===== config.mk =====
export PLATFORM = sky130hd
export DESIGN_NAME = seg7_reader
export DESIGN_NICKNAME = d
export VERILOG_FILES = /design/src/rtl/seg7_reader.sv
export SDC_FILE = /design/constraint.sdc
export NUM_CORES = 1
export LEC_CHECK = 0
export BUFFER_PORTS_ARGS = -buffer_cell sky130_fd_sc_hd__buf_2
export CAP_MARGIN = 30
export CORE_MARGIN = 2
export CORE_UTILIZATION = 45
export DETAILED_ROUTE_END_ITERATION = 6
export PLACE_DENSITY = 0.76
export SLEW_MARGIN = 25
export SYNTH_ARGS = -nofsm -noshare
export SYNTH_HDL_FRONTEND = slang
export SYNTH_SLANG_ARGS = --single-unit

===== constraint.sdc =====
create_clock -name clk -period 7.6 [get_ports clk]
set_input_delay 1.52 -clock clk [delete_from_list [all_inputs] [get_ports clk]]
set_output_delay 1.52 -clock clk [all_outputs]
set_load 0.05 [all_outputs]

===== src/rtl/seg7_reader.sv =====
// Recovers decimal digits from a multiplexed active-low 7-segment bus.
// Capture is 2 sync cycles + STABLE samples after a pattern settles; no backpressure.
module seg7_reader #(
    parameter int DIGITS = 4,
    parameter int STABLE = 4
) (
    input  logic                  clk,
    input  logic                  rst,
    input  logic [6:0]            seg_n,
    input  logic [DIGITS-1:0]     an_n,
    input  logic                  err_clr,
    output logic [4*DIGITS-1:0]   bcd,
    output logic [DIGITS-1:0]     valid,
    output logic [DIGITS-1:0]     err,
    output logic                  upd,
    output logic [2:0]            upd_idx
);

    logic [6:0]        seg_s1, seg_s2, last_seg;
    logic [DIGITS-1:0] an_s1, an_s2, last_an;
    logic [7:0]        run;

    logic [3:0]        nzero;
    logic [2:0]        idx;
    logic              qual, same, capture;
    logic [DIGITS-1:0] sel;
    logic [7:0]        run_nxt;

    logic [3:0]        dec_val;
    logic              dec_legal, dec_blank;

    // Synchronizers idle at all ones: a blank, unselected display.
    always_ff @(posedge clk or posedge rst) begin
        if (rst) begin
            seg_s1 <= '1;
            seg_s2 <= '1;
            an_s1  <= '1;
            an_s2  <= '1;
        end else begin
            seg_s1 <= seg_n;
            seg_s2 <= seg_s1;
            an_s1  <= an_n;
            an_s2  <= an_s1;
        end
    end

    always_comb begin
        nzero = '0;
        idx   = '0;
        for (int i = 0; i < DIGITS; i++) begin
            if (!an_s2[i]) begin
                nzero = nzero + 4'd1;
                idx   = 3'(i);
            end
        end
    end

    assign sel     = ~an_s2;
    assign qual    = (nzero == 4'd1);
    assign same    = qual && (an_s2 == last_an) && (seg_s2 == last_seg);
    // Fires only on the STABLE-1 -> STABLE step, so a held pattern captures once.
    assign capture = same && (run == 8'(STABLE - 1));

    always_comb begin
        run_nxt = run;
        if (!qual)
            run_nxt = '0;
        else if (same)
            run_nxt = (run == 8'(STABLE)) ? run : run + 8'd1;
        else
            run_nxt = 8'd1;
    end

    always_ff @(posedge clk or posedge rst) begin
        if (rst) begin
            run      <= '0;
            last_an  <= '1;
            last_seg <= '1;
        end else begin
            run <= run_nxt;
            if (qual && !same) begin
                last_an  <= an_s2;
                last_seg <= seg_s2;
            end
        end
    end

    // Segment order is bit 6 (middle) down to bit 0 (top), active low.
    always_comb begin
        dec_val   = '0;
        dec_legal = 1'b1;
        dec_blank = 1'b0;
        case (last_seg)
            7'b1000000: dec_val = 4'd0;
            7'b1111001: dec_val = 4'd1;
            7'b0100100: dec_val = 4'd2;
            7'b0110000: dec_val = 4'd3;
            7'b0011001: dec_val = 4'd4;
            7'b0010010: dec_val = 4'd5;
            7'b0000010: dec_val = 4'd6;
            7'b1111000,
            7'b1011000: dec_val = 4'd7;
            7'b0000000: dec_val = 4'd8;
            7'b0010000: dec_val = 4'd9;
            7'b1111111: begin
                dec_legal = 1'b0;
                dec_blank = 1'b1;
            end
            default:    dec_legal = 1'b0;
        endcase
    end

    always_ff @(posedge clk or posedge rst) begin
        if (rst) begin
            bcd     <= '0;
            valid   <= '0;
            err     <= '0;
            upd     <= 1'b0;
            upd_idx <= '0;
        end else begin
            upd <= capture;
            // A coincident error capture overrides the clear for its digit.
            err <= (err_clr ? '0 : err)
                 | ((capture && !dec_legal && !dec_blank) ? sel : '0);
            if (capture) begin
                upd_idx <= idx;
                valid   <= dec_legal ? (valid | sel) : (valid & ~sel);
                for (int i = 0; i < DIGITS; i++) begin
                    if (sel[i] && dec_legal)
                        bcd[4*i +: 4] <= dec_val;
                end
            end
        end
    end

endmodule


# --- Yosys cells after proc, flatten, opt, wreduce, memory -nomap -nowiden ---
# Cells that the tools add are included.
totals:
  register_bits: 69
  in_bits: 14
op_classes:
  bitwise_logic: 5
  reduce_logical: 20
  muxes: 16
  addsub: 4
  n_eq_ne: 17
ops:
  columns: ["operator", "n"]
  rows:
  - ["$pmux 4 s9", 1]
  - ["$eq 7x7->1 const B", 5]
  - ["$mux 4", 6]
  - ["$mux 8", 3]
  - ["$eq 7x5->1 const B", 3]
  - ["$eq 7x6->1 const B", 2]
  - ["$add 4x1->4 const B", 3]
  - ["$reduce_or 11->1", 1]
  - ["$logic_and 1x1->1", 10]
  - ["$add 8x1->8 const B", 1]
  - ["$eq 8x2->1 const B", 1]
  - ["$eq 8x3->1 const B", 1]
  - ["$not 4->4", 2]
  - ["$or 4x4->4", 2]
  - ["$reduce_and 2->1", 4]
  - ["$eq 7x2->1 const B", 1]
  - ["$eq 7x7->1", 1]
  - ["$logic_not 7->1", 1]
  - ["$mux 3", 2]
  - ["$and 4x4->4", 1]
  - ["$eq 4x1->1 const B", 1]
  - ["$eq 4x4->1", 1]
  - ["$mux 1", 4]
  - ["$logic_not 1->1", 3]
  - ["2 further kinds", 2]

# --- Longest topological paths before layout ---
# Gate-level depths: netlist (run 1).
logic_depth:
  ltp_word: 15
  depth_mapped: 11
  depth_no_buf: 9

# --- Least setup slack after synthesis (run 1) ---
# Ideal clock, no wire load.
synth_timing:
  path_kind: "register -> register"
  from: "reg an_s2[0]"
  to: "reg upd_idx[0]"
  arrival_time_ps: 2828
  stages_incl_launch_ff: 10
  setup_time_ps: 125
  slack_ps: 4647
  n_path_buf: 1
  required_time_ps: 7475
  cell_sequence: "dfstp_2 inv_1 ha_1 xnor2_1 ha_1 nor3_1 a32oi_1 or4_1 clkbuf_1 mux2_2"
synth_via:
  elab_chain_cells: 11
  elab_cells_between_ends: 12
synth_lines:
  columns: ["item", "line_no", "source"]
  rows:
  - ["start: declaration", "20", "logic [DIGITS-1:0] an_s1, an_s2, last_an;"]
  - ["start signal: assignment", "43", "an_s2 <= an_s1;"]
  - ["$mux 1", "51", "if (!an_s2[i]) begin"]
  - ["$add 4x1->4", "52", "nzero = nzero + 4'd1;"]
  - ["$mux 4", "51", null]
  - ["$add 4x1->4", "52", null]
  - ["$mux 4", "51", null]
  - ["$add 4x1->4", "52", null]
  - ["$mux 4", "51", null]
  - ["$eq 4x1->1", "59", "assign qual = (nzero == 4'd1);"]
  - ["$logic_and 1x1->1 (*) (2 in series)", "60", "assign same = qual && (an_s2 == last_an) && (seg_s2 == last_seg);"]
  - ["$logic_and 1x1->1 (*)", "62", "assign capture = same && (run == 8'(STABLE - 1));"]
  - ["end signal: assignment", "126", "upd_idx <= idx;"]
  - ["end: declaration", "16", "output logic [2:0] upd_idx"]
# Mark *: on every way between the ends. The rest lies on a longest branch, timed or not.
# A chain may end at the register's enable or synchronous reset.

# --- Worst setup path in the final report (run 1) ---
layout_timing:
  from: "reg an_s2[0]"
  to: "reg bcd[7]"
layout_via:
  elab_chain_cells: 12
  elab_cells_between_ends: 13
layout_lines:
  columns: ["item", "line_no", "source"]
  rows:
  - ["$mux 1", "51", null]
  - ["$add 4x1->4", "52", null]
  - ["$mux 4", "51", null]
  - ["$add 4x1->4", "52", null]
  - ["$mux 4", "51", null]
  - ["$add 4x1->4", "52", null]
  - ["$mux 4", "51", null]
  - ["$eq 4x1->1", "59", null]
  - ["$logic_and 1x1->1 (*) (2 in series)", "60", null]
  - ["$logic_and 1x1->1 (*)", "62", null]
  - ["$reduce_and 2->1 (no source line) (*)", null, null]
  - ["end signal: indexed assignment", "130", "bcd[4*i +: 4] <= dec_val;"]
  - ["end: declaration", "12", "output logic [4*DIGITS-1:0] bcd,"]
# Marks and branches as above.

==> summary.txt, run 1 <==
Remaining antenna violation count after routing: 0
Synth area leaders: dfrtp_1 28%, dfstp_2 27%, mux2_2 8.9%
Post-synth EDFFs: 0
Max_cap viols: 0
Row count: 30
WL final: 6177 um
RSZ-0062 raised after global routing: no
CTS Root Cell: clkbuf_8
Post-synthesis sequential area ratio: 55.15%
GRT overflow: 0
GRT Total Usage: 17.86%
Syn Nets: 284
Vias: 2170
Power per cell area: 259.2 nW/um^2
Core Area: 6794 sq um
Worst-skew pair later-pin latency: 0.35 ns
Final HPWL from detailed placement: 4273 um
Asr flop ratio synth: 100.0%
Post-cts resize count: 0
Width of the die: 87.81 um
Iteration-0 DRC Markers: 175
Commonest cells post-synth: 35 x dfrtp_1, 33 x dfstp_2, 25 x mux2_2
WHS Path Cells: 0
Die area: 7710 sq um
TritonCTS clock tree: built
Number of synthesis warnings: 0
Hold wc startpoint: an_s1[3]
Pins Over Slew Limit: 0
Largest net degree at the start of global routing: 69
Synth-to-Final Area Change: 14.29%
Syn Area/Cell: 11.93 sq um
Non-Filler Instances: 404
Worst-Margin Slew: 0.8210 ns
First-pass GRT wire length: 10410 um
Number of hold buffers added after cts: 0
Final setup viols: 0
Cell count after synthesis: 265
Worst R2R Path Depth: 9
Setup tns final: 0 ns
Shortest period the worst path allows: 3.218 ns
Top cell type's share of synthesized area: 27.71%
CTS sink cnt: 68
Chip Height: 87.81 um
Seq. cell area: 1743 sq um
Worst R2R Start: an_s2[0]
Setup Fix Bufs, Post-CTS: 0
Post-route DRC: 0
Max clock buf depth: 2
I/O Buffers: 40
IO Pins: 42
Initial Util: 46.52%
Worst Setup End Kind: flip-flop
Synthesized area: 3161 sq um
Netlist cell types: 45
DRT Pass-1 Iters: 4
Fin. Hold Viols: 0
Placed instance count: 388
Top-count cell post-synth: dfrtp_1
Slack of the worst reg-to-reg path: 4.38 ns
Antenna violations before repair: 0
Clock-pin slew on the worst setup and hold paths: 0.07 ns
CP startpoint kind: flip-flop
Hold Path End: an_s2[3]
Placer congestion estimate: 0.7914
Seq cells post-synth: 68
Worst EP arrival: 3.45 ns
CTS Buf Count: 9
Layout cells sized above 1: 40.26%
Vias in the first global route: 2186
Wire per inst: 15.29 um
Rel. slew slack: 45.26%
Worst vdd rail ir drop: 0.0001461 V
Hold/Removal Path Class: flip-flop to flip-flop
H-tree depth: 3
Nets: 322
Post-DR vias/cell: 5.371
Tcrit/Tclk final: 42.34%
Main flop type after synthesis: dfrtp_1
Crit-path max FO: 21
Critical path data required time: 7.83 ns
Worst R2R End: bcd[7]
Status: completed
# fillers: 587
Critical path type: flip-flop to flip-flop
Cell taking the most area after synthesis: dfrtp_1
Ant diodes: 0
Skew final: 0.007154 ns
Area of the multi-input gates: 1304 sq um
Max Freq: 310.8 MHz
Pleak: 1.633 nW
[worst max-delay path, stage by stage, from the launching register on]
cell and delay (ns):
dfstp_2 0.59, inv_1 0.09, ha_1 0.34, xnor2_1 0.34
ha_1 0.29, nor3_1 0.26, a32oi_1 0.12, buf_4 0.25
a2111oi_4 0.40, mux2_2 0.39
[per-layer routing]
layer,up-vias,wire [um],track usage (%)
met5,-,0,0
met4,0,226,12.17
met3,20,284,3.393
met2,69,3042,27.82
met1,1065,2625,22.55
li1,1016,-,-
[how the worst max path moves through the flow]
stage                     slack (ns)                          to      from  cells after the start
after floorplan                 4.42  asynchronous set/reset pin       rst                      1
after global placement          4.56                      bcd[7]  an_s2[0]                      9
after detailed placement        4.43                      err[2]  an_s2[0]                      8
after CTS                       4.41                      err[2]  an_s2[0]                      8
after global routing            4.21                      err[2]  an_s2[0]                      8
final                           4.38                      bcd[7]  an_s2[0]                      9
[layout by cell type, fill, tap and decap left out, types with 3 or more instances in the layout]
cell type,Yosys,layout
xnor2_1,6,6
nand4_1,3,3
ha_1,5,5
mux2_2,25,25
nand2_1,23,23
o32ai_1,4,4
o21ai_0,9,9
inv_1,12,11
a31oi_1,4,4
xor2_1,14,14
clkbuf_8,0,11
a2111oi_4,4,4
dfstp_2,33,33
dfrtp_1,35,35
nand3_1,9,9
nor2_1,15,15
buf_2,7,40
nor3_1,6,6
nand2b_1,3,3
nor4_1,7,7
or3_1,4,4
mux2i_1,3,3
[stage by stage]
stage / area, sq um / total power, mW / hold slack [ns] / setup slack [ns] / util (%)
6_report: 3612 / 0.9363 / 0.3542 / 4.382 / 53.17
5_1_grt: 3612 / 0.9896 / 0.3593 / 4.213 / 53.17
4_1_cts: 3612 / 0.9411 / 0.3574 / 4.405 / 53.17
3_5_place_dp: 3427 / 0.6607 / 0.3472 / 4.426 / 50.44
3_3_place_gp: 3427 / 0.6504 / 0.3458 / 4.563 / 50.44
2_1_floorplan: 3161 / 0.6152 / 0.3452 / 4.423 / -
[sequential cells by signal, summed over array words and instances, names as in the netlist, named ones only]
register  flops
bcd          16
run           8
last_seg      7
seg_s1        7
seg_s2        7
an_s1         4
an_s2         4
err           4
last_an       4
upd_idx       2
upd           1
[area by class of cell]
| class | count | share of cell area (%) |
|---|---|---|
| clock buffers | 11 | 4.191 |
| clock inverters | 5 | 0.9352 |
| inverters | 12 | 1.247 |
| multi-input cells | 170 | 36.09 |
| flip-flops and latches | 68 | 48.25 |
| well taps | 96 | 3.325 |
| repair buffers | 42 | 5.958 |
[cell families after synthesis]
logic type      Yosys count  share of synthesized area, %
simple gates             86                         14.65
flops                    68                         55.15
compound gates           30                         9.105
mux                      28                         9.858
buf+inv                  27                         3.603
xor+xnor                 20                         5.542
fa+ha+maj                 5                         1.979
other cells               1                        0.1187
[power by group]
group          leakage (nW)  switching, mW  internal, mW
clock                0.0962          0.139         0.136
sequential            0.835         0.0617         0.415
combinational         0.702          0.115        0.0691
(Power assumes the default switching activity.)
==> run 2: changes to the inputs <==
- ABC_AREA: default -> 1
- PLACE_DENSITY: 0.76 -> 0.78
- clock period: 7.6 -> 2.65 ns (I/O delays scaled with it)
==> run 2 against run 1 <==
Non-clock buffer count increased by 8. Via count increased by 15%. Final area increased by 3.9%. Die area decreased by 1.0%. Sequential share of layout area decreased by 1.8 points. Clock power increased to 3.4 times the previous value. Area after synthesis decreased by 1.1%. Clock skew increased by 0.0023 ns. Largest power group unchanged.
==> summary.txt, run 2 <==
Non-Filler Instances: 500 (+24%)
Worst R2R Path Depth: 16 (+7)
Wire per inst: 12.37 um (-19%)
Worst-case hold slack: 0.2379 ns (-0.1163 ns)
Post-synth EDFFs: 0 (unchanged)
Netlist cell types: 30 (-33%)
Core Area: 6756 sq um (-0.55%)
Max FFs per register: 16 (unchanged)
Critical path data required time: 2.94 ns (-4.89 ns)
Shortest period the worst path allows: 2.472 ns (-0.7462 ns)
Final HPWL from detailed placement: 4480 um (+4.8%)
Placer congestion estimate: 0.9105 (+15%)
Pins Over Slew Limit: 0 (unchanged)
Max clock buf depth: 2 (unchanged)
Power per cell area: 697.6 nW/um^2 (+170%)
Layout cells sized above 1: 28.57% (-12 points)
Ant diodes: 0 (unchanged)
Seq cells post-synth: 68 (unchanged)
Chip Height: 87.36 um (-0.51%)
Top cell type's share of synthesized area: 28.01% (+0.30 points)
CP max stage cell: dfstp_2
Vias: 2489 (+15%)
Top-count cell post-synth: nand2_1
Compound-Gate Fraction of Synth Area: 4.482% (-4.6 points)
Crit-path max FO: 10 (-52%)
Worst Setup End Kind: flip-flop
Worst-skew pair later-pin latency: 0.35 ns (about the same)
Remaining antenna violation count after routing: 0 (unchanged)
Cell taking the most area after synthesis: dfrtp_1
IO Pins: 42 (unchanged)
Vias in the first global route: 2354 (+7.7%)
Critical path type: flip-flop to flip-flop
Rel. slew slack: 61.46% (+16 points)
Skew final: 0.009478 ns (+0.002324 ns)
Slack of the worst reg-to-reg path: 0.18 ns (-4.20 ns)
Final Power: 2.619 mW (+180%)
Max_cap viols: 0 (unchanged)
CP startpoint kind: flip-flop
Largest net degree at the start of global routing: 32 (-54%)
Most frequent cells in the layout: 115 x nand2_1, 42 x nand3_1, 40 x buf_2, 35 x dfrtp_1, 34 x inv_1
Width of the die: 87.36 um (-0.51%)
Syn Area/Cell: 8.685 sq um (-27%)
First-pass GRT wire length: 10160 um (-2.5%)
Setup ws final: 0.1783 ns (-4.204 ns)
Antenna violations before repair: 0 (unchanged)
Worst vdd rail ir drop: 0.0003381 V (+130%)
Worst R2R Start: an_s2[0]
Crit. Startpoint: an_s2[0]
Nets: 434 (+35%)
CTS Buf Count: 9 (unchanged)
Syn Nets: 379 (+33%)
Cell count after synthesis: 360 (+36%)
Synth-to-Final Area Change: 20.05%
TritonCTS clock tree: built
Post-synthesis mux area share: 0% (-9.9 points)
CTS sink cnt: 68 (unchanged)
Adder-Cell Fraction of Synth Area: 2.001% (+0.021 points)
Main flop type after synthesis: dfrtp_1
Final instance area: 3754 sq um (+3.9%)
# fillers: 595 (+1.4%)
DRT Pass-1 Iters: 4 (unchanged)
CP max stage delay: 0.55 ns (-0.04 ns)
Placed cell area: 3461 sq um (+0.99%)
Post-route DRC: 0 (unchanged)
Clock-pin slew on the worst setup and hold paths: 0.08 ns (about the same)
Leading cell type in the layout, fill and taps excluded: nand2_1
Main combinational cell family by area after synthesis: simple AND/OR/NAND/NOR gates
Crit path top cell by count: nand2_1
Commonest cells post-synth: 115 x nand2_1, 43 x nand3_1, 35 x dfrtp_1, 35 x inv_1, 33 x dfstp_2
Asr flop ratio synth: 100.0% (unchanged)
H-tree depth: 3 (unchanged)
Synthesized area: 3127 sq um (-1.1%)
Worst-Margin Slew: 0.5773 ns (-0.2437 ns)
Place WS: 0.08586 ns (-4.340 ns)
Post-synthesis sequential area ratio: 55.74% (+0.60 points)
Status: completed
Placed instance count: 481 (+24%)
Final setup viols: 0 (unchanged)
Pleak: 1.968 nW (+20%)
Max Freq: 404.6 MHz (+30%)
CTS Root Cell: clkbuf_8
WL final: 6184 um (+0.11%)
I/O Buffers: 40 (unchanged)
Regs by FF count: bcd x16, run x8
Setup tns final: 0 ns (unchanged)
Post-synthesis simple-gate area fraction: 29.09% (+14 points)
GRT overflow: 0 (unchanged)
Largest reg by FF count: bcd
Initial Util: 46.28% (-0.24 points)
Die area: 7631 sq um (-1.0%)
Row count: 30 (unchanged)
Post-DR vias/cell: 4.978 (-7.3%)
Worst EP arrival: 2.76 ns (-0.69 ns)
Fin. Hold Viols: 0 (unchanged)
Core Util, Final: 55.56% (+2.4 points)
Number of synthesis warnings: 0 (unchanged)
CP Cell Sequence: inv_2 -> ha_4 -> inv_1 -> nand2_1 -> nand2_1 -> inv_1 -> ha_1 -> nor2_1 -> nand2_1 -> o21ai_4 -> nand3_2 -> nor3_4 -> buf_4 -> clkbuf_16 -> nand3_1 -> nand2_1
Hold/Removal Path Class: input pin to asynchronous set/reset pin
Synth area leaders: dfrtp_1 28%, dfstp_2 28%, nand2_1 14%
Tcrit/Tclk final: 93.27% (+51 points)
Xor/xnor share of the synthesized area: 2.481% (-3.1 points)
GRT Total Usage: 17.17% (-0.70 points)
Iteration-0 DRC Markers: 123 (-30%)
run 2: cell families after synthesis:
logic type / Yosys count
flip-flops: 68
AO/OA/AOI/OAI: 25
XOR/XNOR: 8
adder cells (fa/ha/maj): 5
buffers and inverters: 45
other: 1
AND/OR/NAND/NOR: 208
run 2: worst min-delay path by stage:
stage                     startpoint        end  slack, ns  depth (start not counted)
after floorplan             an_s1[0]   an_s2[0]       0.35                          0
after global placement     seg_s1[0]  seg_s2[0]       0.35                          0
after detailed placement   seg_s1[1]  seg_s2[1]       0.35                          0
after CTS                        rst     run[7]       0.26                          2
after global routing        seg_n[5]  seg_s1[5]       0.26                          1
final                            rst     run[0]       0.24                          2
run 2: critical path, delay by kind of cell (launching register included):
| kind | cells | cell delay [ns] |
|---|---|---|
| AOI/OAI and AO/OA | 1 | 0.10 |
| adders and majority gates | 2 | 0.52 |
| and+or+nand+nor | 8 | 0.81 |
| DFF | 1 | 0.55 |
| buffers and inverters | 5 | 0.45 |
run 2: routing by layer:
layer / track usage, % / wire (um) / vias up
met5: 0 / 0 / -
met4: 8.671 / 133 / 0
met2: 27.75 / 2933 / 78
li1: - / - / 1250
met3: 3.507 / 334 / 14
met1: 21.78 / 2782 / 1147
run 2: final cells by class:
| type | count | area (sq um) | area share, % |
|---|---|---|---|
| Timing Repair Buffer | 50 | 317.8 | 8.467 |
| Clock buffer | 12 | 176.4 | 4.700 |
| Multi-Input combinational cell | 247 | 1217 | 32.43 |
| Clock inverter | 4 | 52.55 | 1.400 |
| Inverter | 39 | 146.4 | 3.900 |
| Tap cell | 80 | 100.1 | 2.667 |
| Sequential cell | 68 | 1743 | 46.43 |
run 2: timing repair:
| item | CTS | global route |
|---|---|---|
| resized for setup | 0 | 4 |
| hold buffers | 0 | 0 |
| endpoints found under the setup margin | 0 | 22 |
| buffers inserted | 0 | 2 |
run 2: power breakdown:
| group | switching [mW] | internal, mW |
|---|---|---|
| Clock | 0.397 | 0.545 |
| Sequential | 0.0830 | 1.17 |
| Combinational | 0.276 | 0.145 |
